**src/rtl/pipelined_adder_tree_acc.sv**
```systemverilog
// Pipelined NUM_IN-to-1 signed adder tree feeding a multi-beat group accumulator.
// Define ACC_SAT_EN to saturate the accumulator and report clamps on out_ovf.
module pipelined_adder_tree_acc #(
   parameter int NUM_IN    = 8,
   parameter int IN_WIDTH  = 16,
   parameter int ACC_WIDTH = 24
) (
   input  logic                         clk,
   input  logic                         rst,
   input  logic [NUM_IN*IN_WIDTH-1:0]   in_vec,
   input  logic                         in_first,
   input  logic                         in_last,
   input  logic                         in_valid,
   output logic                         in_ready,
   output logic [ACC_WIDTH-1:0]         out_data,
   output logic                         out_ovf,
   output logic                         out_valid,
   input  logic                         out_ready
);
   localparam int LEVELS = $clog2(NUM_IN);
   localparam int TW     = IN_WIDTH + LEVELS;

   // Handshake: a beat moves on in_valid && in_ready, a result on out_valid && out_ready.
   // A pending unaccepted result freezes every stage, so in_ready is simply !stall.
   logic stall;
   assign stall    = out_valid && !out_ready;
   assign in_ready = !stall;

   for (genvar k = 0; k < LEVELS; k++) begin : g_lvl
      localparam int NS = NUM_IN >> (k + 1);
      localparam int WS = IN_WIDTH + k;

      logic signed [WS-1:0] src [2*NS];
      logic                 src_vld;
      logic                 src_first;
      logic                 src_last;
      logic signed [WS:0]   sum_q [NS];
      logic                 vld_q;
      logic                 first_q;
      logic                 last_q;

      if (k == 0) begin : g_src
         always_comb begin
            for (int i = 0; i < 2*NS; i++) src[i] = in_vec[i*IN_WIDTH +: IN_WIDTH];
            src_vld   = in_valid;
            src_first = in_first;
            src_last  = in_last;
         end
      end else begin : g_src
         always_comb begin
            for (int i = 0; i < 2*NS; i++) src[i] = g_lvl[k-1].sum_q[i];
            src_vld   = g_lvl[k-1].vld_q;
            src_first = g_lvl[k-1].first_q;
            src_last  = g_lvl[k-1].last_q;
         end
      end

      always_ff @(posedge clk) begin
         if (rst) vld_q <= 1'b0;
         else if (!stall) vld_q <= src_vld;
      end

      // Each level grows by one bit so pair sums never overflow.
      always_ff @(posedge clk) begin
         if (!stall) begin
            first_q <= src_first;
            last_q  <= src_last;
            for (int i = 0; i < NS; i++)
               sum_q[i] <= (WS+1)'(src[2*i]) + (WS+1)'(src[2*i+1]);
         end
      end
   end

   logic signed [TW-1:0] tree_sum;
   logic                 tree_vld;
   logic                 tree_first;
   logic                 tree_last;
   assign tree_sum   = g_lvl[LEVELS-1].sum_q[0];
   assign tree_vld   = g_lvl[LEVELS-1].vld_q;
   assign tree_first = g_lvl[LEVELS-1].first_q;
   assign tree_last  = g_lvl[LEVELS-1].last_q;

   logic signed [ACC_WIDTH-1:0] acc_q;
   logic signed [ACC_WIDTH-1:0] acc_base;
   logic signed [ACC_WIDTH-1:0] acc_nxt;
   assign acc_base = tree_first ? '0 : acc_q;

`ifdef ACC_SAT_EN
   localparam int SW = ((ACC_WIDTH > TW) ? ACC_WIDTH : TW) + 1;
   localparam logic signed [SW-1:0] MAX_V = {{(SW-ACC_WIDTH+1){1'b0}}, {(ACC_WIDTH-1){1'b1}}};
   localparam logic signed [SW-1:0] MIN_V = {{(SW-ACC_WIDTH+1){1'b1}}, {(ACC_WIDTH-1){1'b0}}};

   logic signed [SW-1:0] sum_full;
   logic                 clamp;
   logic                 ovf_q;
   logic                 ovf_nxt;
   logic                 out_ovf_q;

   always_comb begin
      sum_full = SW'(acc_base) + SW'(tree_sum);
      clamp    = 1'b0;
      acc_nxt  = sum_full[ACC_WIDTH-1:0];
      if (sum_full > MAX_V) begin
         acc_nxt = MAX_V[ACC_WIDTH-1:0];
         clamp   = 1'b1;
      end else if (sum_full < MIN_V) begin
         acc_nxt = MIN_V[ACC_WIDTH-1:0];
         clamp   = 1'b1;
      end
      ovf_nxt = (tree_first ? 1'b0 : ovf_q) | clamp;
   end

   // Sticky clamp flag for the current group, snapshotted alongside out_data.
   always_ff @(posedge clk) begin
      if (rst) begin
         ovf_q     <= 1'b0;
         out_ovf_q <= 1'b0;
      end else if (!stall && tree_vld) begin
         ovf_q <= ovf_nxt;
         if (tree_last) out_ovf_q <= ovf_nxt;
      end
   end
   assign out_ovf = out_ovf_q;
`else
   always_comb acc_nxt = acc_base + ACC_WIDTH'(tree_sum);
   assign out_ovf = 1'b0;
`endif

   always_ff @(posedge clk) begin
      if (rst) begin
         acc_q     <= '0;
         out_data  <= '0;
         out_valid <= 1'b0;
      end else if (!stall) begin
         if (tree_vld) acc_q <= acc_nxt;
         out_valid <= tree_vld && tree_last;
         if (tree_vld && tree_last) out_data <= acc_nxt;
      end
   end
endmodule
```
**config.mk**
```make
export PLATFORM = sky130hd
export DESIGN_NAME = pipelined_adder_tree_acc
export DESIGN_NICKNAME = d
export VERILOG_FILES = /design/src/rtl/pipelined_adder_tree_acc.sv
export SDC_FILE = /design/constraint.sdc
export NUM_CORES = 1
export LEC_CHECK = 0
export BUFFER_PORTS_ARGS = -buffer_cell sky130_fd_sc_hd__buf_2
export CORE_MARGIN = 8
export CORE_UTILIZATION = 25
export DETAILED_ROUTE_END_ITERATION = 10
export REMOVE_ABC_BUFFERS = 1
export SLEW_MARGIN = 30
export SYNTH_ARGS = -nofsm -noshare
export SYNTH_HDL_FRONTEND = slang
export SYNTH_SLANG_ARGS = --single-unit
```
**constraint.sdc**
```tcl
create_clock -name clk -period 13.55 [get_ports clk]
set_input_delay 0.6775 -clock clk [delete_from_list [all_inputs] [get_ports clk]]
set_output_delay 0.6775 -clock clk [all_outputs]
set_load 0.02 [all_outputs]
```
# After elaboration in Yosys (flattened, before gate mapping)
# Memories as Yosys holds them, arrays and structs flattened.
# Index checks and enable logic that the tools add are counted.
# word_totals
regBits	58
ram_bits	123
word_cells	32
latchBits	0
romBits	0
input_bits	134
out_inout_bits	27
n_memories	3
# mem_list
memory	words	width	read_ports	rd_clocked_by_memory_dff	wr	line_no	rtl
g_lvl[0].sum_q	4	17	4	0	4	37	logic signed [WS:0] sum_q [NS];
g_lvl[1].sum_q	2	18	2	0	2	37	
g_lvl[2].sum_q	1	19	1	0	1	37	
# op_classes
addsub	8
n_eq_ne	0
bitwise_logic	1
n_mux	2
n_reduce_logical	6
order_cmp	0
n_div	0
n_shift	0
mul	0
# ops
operator	count
16-bit by 16-bit adder with 17-bit output	4
17-bit by 17-bit adder with 18-bit output	2
24-bit by 19-bit adder with 24-bit output	1
24-bit two-way mux	1
18-bit by 18-bit adder with 19-bit output	1
2-bit AND reduction	2
1-bit logical AND	2
1-bit zero test	2
1-bit two-way mux	1
1-bit NOT	1

# Longest topological paths before layout
# Gate-level depths: netlist of run 1.
# logic_depth
depth_word	4
ltp_mapped	11
depth_no_buf	10

# Least setup slack after synthesis of run 1
# No wires, ideal clock.
# synth_path
kind	input to register
start	in out_ready
end	reg acc_q[21]
arrival_ns	5.973
path_buffers	1
setup_slack_ns	7.515
path_stages	5
setup_time_ns	0.062
required_time_ns	13.488
path_cell_list	nand2b_1 > clkbuf_1 > nand2_1 > or4_1 > nand3_1
# synth_between
elab_chain_len	4
# synth_rtl
item	line_no	rtl
start: declaration	18	input logic out_ready
1-bit zero test	26	assign stall = out_valid && !out_ready;
1-bit logical AND	26	
1-bit NOT (no line)	-	
2-bit AND reduction (no line)	-	
end signal: assignment	135	if (tree_vld) acc_q <= acc_nxt;
end: declaration	83	logic signed [ACC_WIDTH-1:0] acc_q;
# Every way passes these cells.
# A chain may end at the register's enable or synchronous reset.

# Final worst setup path of run 1
# layout_path
start	reg g_lvl[2].first_q
end	reg acc_q[16]
# layout_between
elab_chain_len	2
# layout_rtl
item	line_no	rtl
start: declaration	39	logic first_q;
start signal: assignment	66	first_q <= src_first;
24-bit two-way mux	86	assign acc_base = tree_first ? '0 : acc_q;
24-bit by 19-bit adder with 24-bit output	125	always_comb acc_nxt = acc_base + ACC_WIDTH'(tree_sum);
# Every way passes these cells.

==> results of run 1 <==
logic make-up after synthesis:
logic type               synth area share, %
XOR/XNOR                                7.53
buffers and inverters                   2.37
flip-flops                              40.2
AO/OA/AOI/OAI                           19.1
adder cells (fa/ha/maj)                 15.5
multiplexers                           0.410
AND/OR/NAND/NOR                         14.8
other                                 0.0307
critical path, delay by kind of cell, from the launching register on:
kind	cells	cell delay (ps)
AO/OA/AOI/OAI	6	1430
flip-flops	1	330
AND/OR/NAND/NOR	1	100
XOR/XNOR	1	240
buffers and inverters	1	290
adder cells (fa/ha/maj)	2	670
state kept, by name, summed over array words and instances, names as in the netlist:
signal,cells
g_lvl.last_q,3
acc_q,24
g_lvl.first_q,3
out_data,24
g_lvl.vld_q,3
g_lvl.sum_q,123
out_valid,1
layout make-up:
cell class | instances | area [sq um] | share of cell area, %
flip-flops and latches | 181 | 4910 | 34.1
well taps | 622 | 778 | 5.40
inverters | 50 | 188 | 1.30
clock inverters | 15 | 216 | 1.50
multi-input cells | 972 | 7020 | 48.8
clock buffers | 17 | 425 | 2.95
repair buffers | 163 | 858 | 5.96
power groups by stage:
stage | sequential (mW) | combinational, mW | clock (mW)
2_1_floorplan | 0.843 | 0.816 | 0
3_3_place_gp | 0.877 | 1.03 | 0
3_5_place_dp | 0.878 | 1.04 | 0
4_1_cts | 0.866 | 1.05 | 0.557
5_1_grt | 0.876 | 1.17 | 0.578
6_report | 0.860 | 1.04 | 0.541
per-stage QoR:
stage / setup slack [ps] / instance area, sq um / util, %
2_1_floorplan: 7140 / 12100 / -
3_3_place_gp: 9540 / 13700 / 28.2
3_5_place_dp: 9430 / 13700 / 28.3
4_1_cts: 9900 / 14400 / 29.6
5_1_grt: 10080 / 14400 / 29.7
6_report: 10340 / 14400 / 29.7
how the worst max path moves through the flow:
stage / start / end / slack, ps / depth (start not counted)
2_1_floorplan: out_ready / acc_q[21] / 7140 / 4
3_3_place_gp: out_ready / out_data[21] / 9540 / 6
3_5_place_dp: out_ready / out_data[21] / 9430 / 6
4_1_cts: out_ready / out_data[21] / 9900 / 6
5_1_grt: g_lvl[2].first_q / acc_q[18] / 10080 / 11
6_report: g_lvl[2].first_q / acc_q[16] / 10340 / 11
per-layer routing:
layer / share of wire, % / wire length [um]
met2: 49 / 13800
met4: 1.2 / 340
met5: 0 / 0
met1: 48 / 13500
met3: 2.7 / 760
placed cells by master, fill, tap and decap left out, types with 13 or more instances in the layout:
cell         n
nand3_1     19
dfxtp_1     52
o21a_1      23
a21oi_1    123
clkbuf_16   17
nand2_1     96
ha_1       139
a211oi_1    17
edfxtp_1   129
xnor2_1     87
nor2b_1     35
and3_1      13
nor2_1      71
xor2_1      18
o21bai_1    19
inv_1       50
o21ai_0     62
nor3_1      29
buf_2      159
nand3b_1    17
nand2b_1    22
a21o_1      39
==> flow_metrics.py, run 1 <==
metrics = {
    "clock_tree": {
        "clock_sinks": 181,
        "htree_levels": 4,
        "cts_tree": "yes",
        "cts_hold_buf": 0,
        "ctsRootBufferMaster": "clkbuf_16",
        "path_clk_slew_ps": 70,
        "clockBufferDepth": 2,
        "postCtsSetupRepairBufs": 0,
        "cts.repair.resized": 0,
        "clkLatencyLatePin_ps": 430,
        "numCtsBuffers": 17,
    },
    "sta": {
        "setup_tns_ps": 0,
        "whs_ps": 425,
        "finalSetupViolations": 0,
        "max-slew-margin-rel_pct": 41.3,
        "hold_violations": 0,
        "rsz0062_at_grt": "no",
        "fmax_mhz": 312,
        "worstMarginPinSlew_ps": 878,
        "fin_crit_sh_pct": 23.7,
        "period_minus_slack_ps": 3210,
        "slew_viol_final": 0,
        "skew_ps": 13.2,
    },
    "route": {
        "routedWlPerCell_um": 14.1,
        "ant_nets": 0,
        "vias": 9490,
        "drc_errors": 0,
        "vias_per_cell": 4.70,
        "wl_um": 28400,
        "initialDrtViolationCount": 448,
        "drtPass1Iterations": 5,
    },
    "min_path": {
        "holdPathStages": 1,
        "min_path_type": "in2reg",
        "min_to": "g_lvl[0].first_q",
        "hp-start": "in_first",
    },
    "global_route": {
        "grt_usage_pct": 10.0,
        "grt_max_degree": 72,
        "grt_use_met3_pct": 1.74,
        "busiest_layer": "met2",
        "overflow": 0,
        "grt_pass1_vias": 9784,
        "use_met1_pct": 12.6,
        "antenna_found_initial": 0,
        "grt_pass1_wl_um": 47200,
        "use_met2_pct": 17.7,
    },
    "synth": {
        "ys_seq_area_share_pct": 40.2,
        "synthArstFlopShare_pct": 0,
        "yosys-top-cells-count": "ha_1 (139), edfxtp_1 (129), a21oi_1 (123)",
        "synth_edf_count": 129,
        "synth_cell_types": 66,
        "synthTopCellsByArea": "edfxtp_1 (32%), ha_1 (14%), dfxtp_1 (8.5%)",
        "yosysMostFrequentCell": "ha_1",
        "netlist_area_sq_um": 12200,
        "yosys.area.top_type": "edfxtp_1",
        "yosysTopAreaCellShare_pct": 31.7,
        "ys_dominant_reg_cell": "edfxtp_1",
        "ys_ff_latch": 181,
        "yosysWarnings": 0,
        "synthCells": 1229,
        "synth_area_per_cell_sq_um": 9.94,
    },
    "setup_path": {
        "timing.rr.end": "acc_q[16]",
        "crit_path_top_delay_cell": "fa_1",
        "cpPeakStageDelay_ps": 440,
        "r2r_cells": 11,
        "critPathArrivalTime_ps": 3480,
        "crit_type": "reg2reg",
        "cp_max_fo": 24,
        "cp.required_ps": 13830,
        "endpoint_kind": "flop",
        "critPathLaunchType": "flop",
        "reg2reg_from": "g_lvl[2].first_q",
        "worstPathCellList": "buf_4, nor2b_1, ha_1, fa_1, a211oi_1, o21ai_0, a21oi_1, a21oi_1, o31ai_1, xor2_1, a211oi_1",
        "r2r_slack_ps": 10340,
    },
    "placement": {
        "place_congestion": 0.863,
        "port_buffers": 159,
        "placedCellCount": 1987,
        "hpwl_um": 22500,
    },
    "floorplan": {
        "io_pins": 161,
        "core_area_sq_um": 48500,
        "rows": 81,
        "start_util_pct": 25.2,
        "die-area_sq_um": 56200,
        "die_w_um": 237,
        "die_h_um": 237,
    },
    "power": {
        "swShare_pct": 35.4,
        "power_mw": 2.44,
        "clockPowerShare_pct": 22.1,
        "cellPowerDensity_nw_per_um2": 170,
        "seqPwrFrac_pct": 35.2,
        "ir_drop_mv": 0.0910,
        "p_switching_mw": 0.866,
        "p_comb_share_pct": 42.7,
        "internal-power_mw": 1.58,
        "p_leak_nw": 6.02,
    },
    "finish": {
        "fin_cells": 2020,
        "area_growth_pct": 17.9,
        "final_nets": 1666,
        "drive_above_1_share_pct": 14.7,
        "antenna_cells": 0,
        "nFillCells": 5000,
    },
    "job": {
        "max_cap_viol_count": 0,
    },
    "run_status": {
        "status": "finished clean",
    },
}
Note: power is estimated with default switching activity, not from simulation.
==> inputs of run 2 (changes only) <==
==> constraint.sdc (replaced) <==
create_clock -name clk -period 3.05 [get_ports clk]
set_input_delay 0.1525 -clock clk [delete_from_list [all_inputs] [get_ports clk]]
set_output_delay 0.1525 -clock clk [all_outputs]
set_load 0.02 [all_outputs]
==> run 2 against run 1 <==
Net effect: cell count rose by 0.35%; register-to-register slack got worse by 10000 ps; via count barely moved; clock skew fell by 3.6 ps; die area did not move; utilization barely moved; combinational power rose to 4.5 times the previous value; critical endpoint is now acc_q[21]; largest cell class unchanged.
==> flow_metrics.py, run 2 (same netlist as run 1, synthesis figures left out) <==
metrics = {
    "setup_path": {
        "crit_family": "simple AND/OR/NAND/NOR gates",
        "endpoint_kind": "flop",
        "timing.rr.end": "acc_q[21]",
        "cpPeakStageDelay_ps": 470,
        "critPathLaunchType": "flop",
        "r2r_slack_ps": 160,
        "cp_max_fo": 20,
        "critPathArrivalTime_ps": 3270,
        "cp.required_ps": 3420,
        "crit_path_top_delay_cell": "edfxtp_1",
        "r2r_cells": 10,
        "reg2reg_from": "g_lvl[2].first_q",
        "path_depth": 10,
        "crit_buf_inv": 1,
        "worstPathCellList": "buf_12, nor2b_1, ha_1, nand4_1, nor4b_1, nor2_1, a21oi_1, a41oi_1, or4_1, nand3_1",
        "crit_type": "reg2reg",
    },
    "clock_tree": {
        "clock_sinks": 181,
        "clockBufferDepth": 2,
        "path_clk_slew_ps": 70,
        "numCtsBuffers": 17,
        "clkLatencyLatePin_ps": 430,
        "htree_levels": 4,
        "cts_tree": "yes",
        "ctsRootBufferMaster": "clkbuf_16",
    },
    "route": {
        "vias_per_cell": 4.68,
        "drc_errors": 0,
        "drtPass1Iterations": 5,
        "wl_um": 28900,
        "initialDrtViolationCount": 478,
        "vias": 9496,
        "routedWlPerCell_um": 14.3,
        "ant_nets": 0,
    },
    "placement": {
        "pre_cts_ws_ps": 188,
        "place_area_sq_um": 13800,
        "placedCellCount": 1992,
        "hpwl_um": 22500,
        "port_buffers": 159,
        "place_congestion": 0.845,
    },
    "sta": {
        "hold_violations": 0,
        "fmax_mhz": 345,
        "whs_ps": 25.3,
        "final.setup.worst_slack_ps": 155,
        "skew_ps": 9.58,
        "worstMarginPinSlew_ps": 923,
        "period_minus_slack_ps": 2890,
        "max-slew-margin-rel_pct": 38.3,
        "setup_tns_ps": 0,
        "finalSetupViolations": 0,
        "fin_crit_sh_pct": 94.9,
        "slew_viol_final": 0,
    },
    "power": {
        "clockPowerShare_pct": 20.7,
        "ir_drop_mv": 0.428,
        "internal-power_mw": 6.88,
        "seqPwrFrac_pct": 35.8,
        "cellPowerDensity_nw_per_um2": 742,
        "p_leak_nw": 6.02,
        "swShare_pct": 35.6,
        "p_switching_mw": 3.80,
        "p_comb_share_pct": 43.5,
        "power_mw": 10.7,
    },
    "finish": {
        "fin_cells": 2027,
        "area_growth_pct": 17.9,
        "final_nets": 1673,
        "final_common_cell": "buf_2",
        "top_regs": "g_lvl.sum_q: 123 flops, acc_q: 24 flops, out_data: 24 flops",
        "top_register": "g_lvl.sum_q",
        "drive_above_1_share_pct": 14.7,
        "final_cell_mix": "buf_2 (158), ha_1 (139), edfxtp_1 (129)",
        "design_area_sq_um": 14400,
        "antenna_cells": 0,
        "largest_reg_flops": 123,
        "final_util_pct": 29.7,
    },
    "global_route": {
        "grt_max_degree": 135,
        "grt_pass1_wl_um": 46800,
        "antenna_found_initial": 1,
        "overflow": 0,
        "grt_usage_pct": 10.0,
        "grt_pass1_vias": 9654,
    },
    "run_status": {
        "status": "finished clean",
    },
    "floorplan": {
        "die_w_um": 237,
        "die-area_sq_um": 56200,
        "core_area_sq_um": 48500,
        "rows": 81,
        "start_util_pct": 25.2,
        "die_h_um": 237,
        "io_pins": 161,
    },
    "min_path": {
        "min_path_type": "in2reg",
        "holdPathStages": 2,
        "hp-start": "in_vec[80]",
        "min_to": "g_lvl[0].sum_q[2][0]",
    },
    "job": {
        "max_cap_viol_count": 0,
    },
}
run 2: timing repair:
action | in CTS | in global routing
buffers inserted | 0 | 0
hold buffers | 3 | 0
setup endpoints to repair | 0 | 4
hold endpoints to repair | 3 | 0
resized for setup | 0 | 3
run 2: worst reg2reg max path, cell delays in order, from the launching register on:
cell and delay [ps]:
edfxtp_1 470, buf_12 190, nor2b_1 70, ha_1 400
nand4_1 130, nor4b_1 320, nor2_1 150, a21oi_1 340
a41oi_1 240, or4_1 450, nand3_1 80
run 2: final cells by class:
type	instances	area, sq um
Clock buffer	22	464
Clock inverter	10	123
Fill cell	4947	34100
Inverter	50	188
Multi-Input combinational cell	972	7030
Sequential cell	181	4910
Tap cell	622	778
Timing Repair Buffer	170	913
run 2: worst max-delay path by stage:
stage	start	end	slack [ps]
global route	g_lvl[2].first_q	acc_q[8]	-40
floorplan	out_valid	acc_q[21]	-2880
finish	g_lvl[2].first_q	acc_q[21]	160
global placement	g_lvl[2].first_q	out_data[22]	310
detailed placement	g_lvl[2].first_q	out_data[18]	190
CTS	g_lvl[2].first_q	out_data[18]	170
run 2: power by group through the flow:
stage | Clock, mW | Sequential, mW | Combinational, mW
after detailed placement | 0 | 3.90 | 4.63
after global routing | 2.38 | 3.89 | 5.21
final | 2.21 | 3.82 | 4.65
after floorplan | 0 | 3.75 | 3.63
after global placement | 0 | 3.89 | 4.56
after CTS | 2.29 | 3.84 | 4.67
run 2: per-layer routing:
layer  up-vias  global-route usage, %  wire length [um]
met4         2                   3.03               444
met1      4378                   12.5             13800
met5         -                      0                12
met2       165                   17.3             13800
met3        29                   1.85               879
li1       4922                      -                 -
==> inputs of run 3 (changes only) <==
--- a/config.mk
+++ b/config.mk
@@ -6,7 +6,7 @@
 export NUM_CORES = 1
 export LEC_CHECK = 0
 export BUFFER_PORTS_ARGS = -buffer_cell sky130_fd_sc_hd__buf_2
-export CORE_MARGIN = 8
+export CORE_MARGIN = 2
 export CORE_UTILIZATION = 25
 export DETAILED_ROUTE_END_ITERATION = 10
 export REMOVE_ABC_BUFFERS = 1
==> run 3 against run 2 <==
Net effect: utilization fell by 0.10 points; critical path type unchanged; critical endpoint is now g_lvl[1].sum_q[0][14]; critical path depth is the same; sequential cell count did not move; combinational power about the same; register-to-register slack better by 70 ps; global-route usage is 1.0 points higher.
==> flow_metrics.py, run 3 (same netlist as run 1, synthesis figures left out) <==
metrics = {
    "power": {
        "cellPowerDensity_nw_per_um2": 734,
        "p_leak_nw": 5.99,
        "ir_drop_mv": 0.487,
    },
    "setup_path": {
        "worstPathCellList": "ha_1, inv_1, fa_1, nor2b_4, o31a_1, a311o_1, a31o_1, a221oi_4, nor4bb_1, a211o_1",
        "crit_path_top_delay_cell": "a311o_1",
        "cp.required_ps": 3230,
        "cp_max_fo": 5,
        "critPathLaunchType": "flop",
        "critPathArrivalTime_ps": 3010,
        "r2r_slack_ps": 220,
        "endpoint_kind": "flop",
        "crit_type": "reg2reg",
        "cpPeakStageDelay_ps": 390,
    },
    "finish": {
        "antenna_cells": 0,
        "top_regs": "g_lvl.sum_q: 123 flops, acc_q: 24 flops, out_data: 24 flops",
        "final_cell_mix": "buf_2 (158), ha_1 (139), edfxtp_1 (129)",
        "drive_above_1_share_pct": 14.7,
        "top_register": "g_lvl.sum_q",
        "largest_reg_flops": 123,
        "area_growth_pct": 17.5,
        "final_nets": 1674,
        "final_common_cell": "buf_2",
    },
    "placement": {
        "port_buffers": 159,
        "place_congestion": 0.857,
        "hpwl_um": 21600,
    },
    "clock_tree": {
        "clkLatencyLatePin_ps": 430,
        "clockBufferDepth": 2,
        "clock_sinks": 181,
        "cts_tree": "yes",
        "htree_levels": 4,
        "ctsRootBufferMaster": "clkbuf_16",
        "path_clk_slew_ps": 70,
        "numCtsBuffers": 17,
    },
    "global_route": {
        "grt_pass1_wl_um": 45300,
        "grt_usage_pct": 11.1,
        "grt_max_degree": 131,
        "antenna_found_initial": 0,
        "overflow": 0,
        "grt_pass1_vias": 9215,
    },
    "floorplan": {
        "rows": 81,
        "die-area_sq_um": 50700,
        "core_area_sq_um": 48500,
        "start_util_pct": 25.2,
        "die_w_um": 225,
        "die_h_um": 225,
        "io_pins": 161,
    },
    "sta": {
        "skew_ps": 10.3,
        "period_minus_slack_ps": 2830,
        "hold_violations": 0,
        "max-slew-margin-rel_pct": 40.5,
        "rsz0062_at_grt": "no",
        "finalSetupViolations": 0,
        "whs_ps": 37.2,
        "worstMarginPinSlew_ps": 891,
        "slew_viol_final": 0,
        "setup_tns_ps": 0,
        "fmax_mhz": 354,
        "fin_crit_sh_pct": 92.7,
    },
    "route": {
        "initialDrtViolationCount": 532,
        "drc_errors": 0,
        "drtPass1Iterations": 5,
        "ant_nets": 0,
        "routedWlPerCell_um": 13.7,
        "wl_um": 27700,
        "vias_per_cell": 4.69,
        "vias": 9502,
    },
    "min_path": {
        "min_path_type": "in2reg",
    },
    "run_status": {
        "status": "finished clean",
    },
    "job": {
        "max_cap_viol_count": 0,
    },
}
run 3: cell type report:
cell class	instances	area [sq um]
Inverter	50	188
Fill cell	4992	34200
Timing Repair Buffer	171	908
Multi-Input combinational cell	972	7030
Tap cell	622	778
Clock buffer	20	437
Sequential cell	181	4910
Clock inverter	12	105
run 3: worst max-delay path: cells and delay by family, from the launching register on:
kind                       cells  cell delay [ps]
AOI/OAI and AO/OA              5             1520
adders and majority gates      2              470
DFF                            1              380
and+or+nand+nor                2              160
buffers and inverters          1               70
run 3: worst paths after layout:
check        cells past startpoint               endpoint            startpoint
max                             10  g_lvl[1].sum_q[0][14]  g_lvl[0].sum_q[1][0]
max reg2reg                     10  g_lvl[1].sum_q[0][14]  g_lvl[0].sum_q[1][0]
min                              2   g_lvl[0].sum_q[3][0]           in_vec[112]
min reg2reg                      0       g_lvl[1].first_q      g_lvl[0].first_q
run 3: repair_timing:
item	CTS	global route
gates resized for setup	0	3
hold buffers	3	0
setup endpoints to repair	0	11
hold endpoints to repair	3	0
buffers inserted	0	1
run 3: power by group:
group,switching (mW),internal (mW)
clock network,0.942,1.12
registers,0.277,3.54
logic,2.58,2.08
run 3: per-stage QoR:
step	total power [mW]	util [%]	cell area, sq um	cells	setup WS [ps]
after floorplan	7.37	-	12100	1203	-2880
after global placement	8.46	28.4	13800	1992	233
after detailed placement	8.53	28.4	13800	1992	157
after CTS	10.7	29.5	14300	2027	133
after global routing	11.4	29.6	14400	2028	48.3
final	10.5	29.6	14400	2028	223
run 3: per-layer routing:
metal	up-vias	wire [um]	global-route usage [%]
met2	156	13200	19.0
met5	-	0	0
met4	0	283	2.91
met1	4400	13300	14.3
li1	4931	-	-
met3	15	866	1.88
